## src/rtl/fetch_queue_pkg.sv

```systemverilog
// rtl/fetch_queue_pkg.sv - shared pipeline types and constants for the fetch queue
package fetch_queue_pkg;

   // Widest PC any pipeline configuration uses; narrower PCs are zero-extended into entries.
   localparam int PC_MAX_W = 64;

   localparam logic [31:0] NOP = 32'h00000013;

   typedef struct packed {
      logic [PC_MAX_W-1:0] pc;
      logic [31:0]         instr;
   } fq_entry_t;

endpackage

```

## src/rtl/fetch_queue.sv

```systemverilog
// rtl/fetch_queue.sv - fetch-to-decode instruction queue with registered ready/valid
module fetch_queue
   import fetch_queue_pkg::*;
#(
   parameter int N     = 64,
   parameter int DEPTH = 4
) (
   input  logic                       clk,
   input  logic                       reset,
   input  logic [N-1:0]               pc_F,
   input  logic [31:0]                instr_F,
   input  logic                       valid_F,
   output logic                       ready_F,
   input  logic                       flush,
   output logic [N-1:0]               pc_D,
   output logic [31:0]                instr_D,
   output logic                       valid_D,
   input  logic                       ready_D,
   output logic [$clog2(DEPTH):0]     count
);

   localparam int AW = $clog2(DEPTH);
   localparam int CW = AW + 1;

   fq_entry_t         mem [DEPTH];
   fq_entry_t         wr_entry;
   fq_entry_t         head_entry;
   logic [AW-1:0]     head;
   logic [AW-1:0]     tail;
   logic [CW-1:0]     count_q;
   logic              enq;
   logic              deq;

   // Handshakes decode from count_q only, so neither side sees the other combinationally.
   assign ready_F = (count_q != CW'(DEPTH));
   assign valid_D = (count_q != '0);
   assign count   = count_q;

   assign enq = valid_F && ready_F && !flush;
   assign deq = valid_D && ready_D && !flush;

   always_comb begin
      wr_entry       = '0;
      wr_entry.pc    = PC_MAX_W'(pc_F);
      wr_entry.instr = instr_F;
   end

   always_ff @(posedge clk) begin
      if (reset || flush) begin
         head    <= '0;
         tail    <= '0;
         count_q <= '0;
      end else begin
         if (enq) tail <= tail + AW'(1);
         if (deq) head <= head + AW'(1);
         case ({enq, deq})
            2'b10:   count_q <= count_q + CW'(1);
            2'b01:   count_q <= count_q - CW'(1);
            default: count_q <= count_q;
         endcase
      end
   end

   // Storage carries no reset; stale contents are hidden by the valid_D mask below.
   always_ff @(posedge clk) begin
      if (enq && !reset) mem[tail] <= wr_entry;
   end

   assign head_entry = mem[head];
   assign pc_D       = valid_D ? head_entry.pc[N-1:0] : '0;
   assign instr_D    = valid_D ? head_entry.instr : NOP;

endmodule

```

## config.mk

```make
export PLATFORM = sky130hd
export DESIGN_NAME = fetch_queue
export DESIGN_NICKNAME = d
export VERILOG_FILES = /design/src/rtl/fetch_queue_pkg.sv /design/src/rtl/fetch_queue.sv
export SDC_FILE = /design/constraint.sdc
export NUM_CORES = 1
export LEC_CHECK = 0
export CAP_MARGIN = 30
export CORE_AREA = 2 2 178 180
export CTS_CLUSTER_SIZE = 16
export DETAILED_ROUTE_END_ITERATION = 8
export DIE_AREA = 0 0 180 182
export PLACE_DENSITY = 0.83
export SLEW_MARGIN = 15
export SYNTH_ARGS = -nofsm -noshare
export SYNTH_HDL_FRONTEND = slang
export SYNTH_SLANG_ARGS = --single-unit
```

## constraint.sdc

```tcl
create_clock -name clk -period 10.7 [get_ports clk]
set_input_delay 3.21 -clock clk [delete_from_list [all_inputs] [get_ports clk]]
set_output_delay 3.21 -clock clk [all_outputs]
set_load 0.05 [all_outputs]
```

Yosys cells after proc, flatten, opt, wreduce, memory -nomap -nowiden
Memory sizes are Yosys's and may differ from the RTL's. A register that Yosys moved wholly into a read port is not among the register bits.
Index checks and enable logic that the tools add are counted.
{"block": "word_totals", "ff_bits": 7, "output_inout_bits": 101, "in_bits": 101, "mem_count": 1, "ramBits": 384, "elab_cells": 28}
{"name": "mem", "depth": 4, "word_bits": 96, "read_ports": 1, "rd_clocked_by_memory_dff": 1, "wr": 1, "line": "fetch_queue.sv:25", "rtl": "fq_entry_t mem [DEPTH];"}
{"block": "classes", "add_sub_neg": 4, "mux": 7, "reduce_logical": 10, "eq_ne": 3}
{"op": "64-bit 2-to-1 mux", "n": 1}
{"op": "32-bit 2-to-1 mux", "n": 1}
{"op": "3-bit case mux with 2 select lines", "n": 1}
{"op": "1-bit logical AND", "n": 5}
{"op": "2-bit by 1-bit adder with 2-bit output, second input constant", "n": 2}
{"op": "2-bit 2-to-1 mux", "n": 2}
{"op": "3-bit by 1-bit adder with 3-bit output, second input constant", "n": 1}
{"op": "3-bit != test, second input constant", "n": 1}
{"op": "3-bit nonzero test", "n": 1}
{"op": "3-bit by 1-bit subtractor with 3-bit output, second input constant", "n": 1}
{"op": "2-bit by 1-bit equality test with 1-bit output, second input constant", "n": 1}
{"op": "2-bit equality test, second input constant", "n": 1}
{"op": "1-bit logical NOT", "n": 2}
{"op": "1-bit 2-to-1 mux", "n": 2}
{"op": "2-bit nonzero test", "n": 1}
{"op": "1-bit logical OR", "n": 1}

Longest topological paths before layout
{"block": "logic_depth", "ltp_word": 6, "mapped_depth": 8}

Worst setup path after synthesis
OpenSTA, ideal clock, no wires.
{"block": "synth_path", "path_type": "input to register", "start": "input flush", "end": "memory mem[1][0] in the netlist's numbering, enable pin", "arrival_ns": 10.539, "stages": 2, "path_slack_ns": -0.527, "required_time_ns": 10.012, "cell_sequence": "nand3b_2 nor3b_1"}
{"block": "synth_via", "elab_chain_cells": 5}
{"element": "from (decl)", "line": "fetch_queue.sv:14", "rtl": "input logic flush,"}
{"element": "1-bit logical NOT", "line": "fetch_queue.sv:39", "rtl": "assign enq = valid_F && ready_F && !flush;"}
{"element": "1-bit logical AND", "line": "fetch_queue.sv:39"}
{"element": "1-bit logical AND", "line": "fetch_queue.sv:66", "rtl": "if (enq && !reset) mem[tail] <= wr_entry;"}
{"element": "1-bit 2-to-1 mux", "line": "fetch_queue.sv:66"}
{"element": "1-bit 2-to-1 mux (not written as such)", "line": "fetch_queue.sv:66"}
{"element": "to (decl)", "line": "fetch_queue.sv:25"}
Every way passes these cells.

==> metrics <==
post-CTS setup buffers=0; WL met1=12.5 mm; status=complete, no violations; largest net degree at the start of global routing=72; Mapped Avg Cell Area=22.6 um2; min Tclk post-route=6650 ps; Placement Setup Slack=4550 ps; Net Sw Frac=19.5%; Max clock buf depth=3; Worst VDD drop=0.146 mV; I/O pin cnt=202; YS warnings=0; PwrDens=173 nW/um2; slowest stage cell, crit path=clkdlybuf4s50_1; NetSw=635 uW; leading post-synthesis cells by cell area=edfxtp_1 (77%), mux4_2 (14%), and2_1 (3.9%); Flop pwr share=52.4%; Clock Tree Root=clkbuf_16; Avg Vias per Cell=5.43; Cells after DPL=1,248; unrepaired setup endpoints after global routing=false; post-DR wirelength/cell=21.9 um; Main synth FF type=edfxtp_1; Worst EP arrival=3440 ps; Synth Net Count=770; CTS Sinks=393; RD Place Congestion=0.692; HP Class=register to register; Die Span X=180 um; global-route wire length before repair=44.6 mm; crit end category=output port; Peak Freq=150 MHz; Setup WS post-layout=4050 ps; Final TNS setup=0 ps; vias in the first global route=7,758; gr ovfl total=0; die height=182 um; Syn-to-layout area delta=25.8%; placed wire-length estimate=17.1 mm; Yosys top cell area share=77.0%; Slew headroom=47.5%; Total GRT Usage=17.8%; xor and xnor fraction of the mapped netlist area=0.175%; Synth Register Bits=393; cts repair resizes=0; fin crit share=62.1%; Slew Limit Fails=0; total number of vias=7,170; register area share after synthesis=78.2%; proportion of synthesized area in mux cells=14.6%; DRC=0; WL final=28.9 mm; largest family of logic cells by synthesized area=multiplexers; IO buf count=201; largest area contributor in the netlist=edfxtp_1; # diodes=0; post-synthesis compound-gate area fraction=0.217%; Clock Pin Slew Worst Setup and Hold Paths=60 ps; fin cells=1,320; Slew @ Worst Pin=787 ps; maxcap violations=0; Worst EP required=7490 ps; final setup violating endpoints=0; Top Layer Used=met4; Fin Clk Skew=18.5 ps; # H-tree levels=2; Synth Area in Adders=0.552%; antenna violations before repair=0; total power=3260 uW; Post-synth top cells=edfxtp_1 (384), mux4_2 (96), and2_1 (93), clkbuf_1 (16), buf_2 (11); CTS Hold Bufs=0; post-route ant nets=0; Starting DRT DRC Count=496; Netlist cell types=25; mapped cell area=15,000 um2; most common cell in the netlist=edfxtp_1; FP Rows=65; Gate power share=5.0%; crit path kind=register to output port; Starting Density=48.3%; static leakage=0.00590 uW; ys async rst share=0%; clock network latency to the later pin of the worst-skew pair=520 ps; simple-gate area share of the yosys netlist=4.84%; power share of the clock group=42.6%; CTS Buf Count=41; first-pass detailed-route iteration total=4; crit path launch type=register; gate count of the mapped netlist=663; Cell Int Power=2630 uW; met2 WL=14.2 mm; Hold Vio Cnt, Final=0; share of layout cells above drive strength 1=19.2%; CORE AREA=31,000 um2; met3 routed WL=1.63 mm; critical-path cell list=buf_4 > mux4_2 > and2_1 > clkdlybuf4s50_1; Crit path max-delay family=buffers and inverters; Critical path buffers and inverters=2; Post-synth EDFFs=384; total die area=32,800 um2; Slowest Stage Delay on Critical Path=830 ps; Crit Path Max Fanout=51; CTS tree=yes; fin nets=996
## cell usage in the layout, fill, tap and decap left out, types with 2 or more instances in the layout
cell,instances
a21oi_1,3
and2_1,93
buf_12,4
buf_4,10
bufinv_16,5
clkbuf_1,7
clkbuf_16,43
clkdlybuf4s50_1,201
clkinv_1,11
clkinv_2,4
dfxtp_1,7
dfxtp_4,2
edfxtp_1,384
ha_1,5
inv_1,5
mux2i_1,2
mux4_2,96
nand2_1,5
nor2_1,7
nor3b_2,4
o21ai_0,2
or2_1,3
or3_1,2
xor2_1,3
## power groups by stage
stage          sequential (uW)  combinational [uW]  clock (uW)
4_1_cts                   1710                 165        1420
3_3_place_gp              1740                 160           0
6_report                  1710                 163        1390
3_5_place_dp              1740                 164           0
2_1_floorplan             1740                77.5           0
5_1_grt                   1710                 173        1480
## logic make-up after synthesis
logic type,after synthesis
AND/OR/NAND/NOR,118
flip-flops,393
multiplexers,98
adder cells (fa/ha/maj),6
XOR/XNOR,3
AO/OA/AOI/OAI,6
buffers and inverters,39
## per-layer routing
| layer | vias to the layer above | GRT usage (%) |
|---|---|---|
| li1 | 3155 | - |
| met1 | 3725 | 24.6 |
| met2 | 253 | 29.2 |
| met3 | 37 | 3.77 |
| met4 | 0 | 4.42 |
| met5 | - | 0 |
## worst paths after layout
check	start	to	slack, ps	cells past startpoint
hold / removal	head[1]	register	480	2
setup / recovery	register	instr_D[22]	4050	4
setup reg to reg	count[2]	count[2]	8140	8
hold reg to reg	head[1]	register	480	2
## state kept, by name, summed over array words and instances (netlist names), named ones only
signal,count
tail,2
count,3
mem,384
head,2
## through the flow
stage / cell area [um2] / util (%) / hold WS [ps]
6_report: 18800 / 60.8 / 484
5_1_grt: 18800 / 60.8 / 506
4_1_cts: 18800 / 60.8 / 478
3_5_place_dp: 17500 / 56.5 / 468
3_3_place_gp: 17400 / 56.2 / 459
2_1_floorplan: 15000 / - / 459
## cell type report
| type | instances | area, um2 |
|---|---|---|
| well taps | 402 | 503 |
| clock buffers | 50 | 1100 |
| fillers | 2171 | 12100 |
| flip-flops and latches | 393 | 11700 |
| repair buffers | 216 | 2190 |
| inverters | 6 | 22.5 |
| clock inverters | 22 | 228 |
| multi-input cells | 231 | 3070 |
## worst min-delay path: cells and delay by family (launching register included)
| kind | cells | cell delay (ps) |
|---|---|---|
| flops | 1 | 300 |
| compound gates | 2 | 130 |
(Power assumes the default switching activity.)
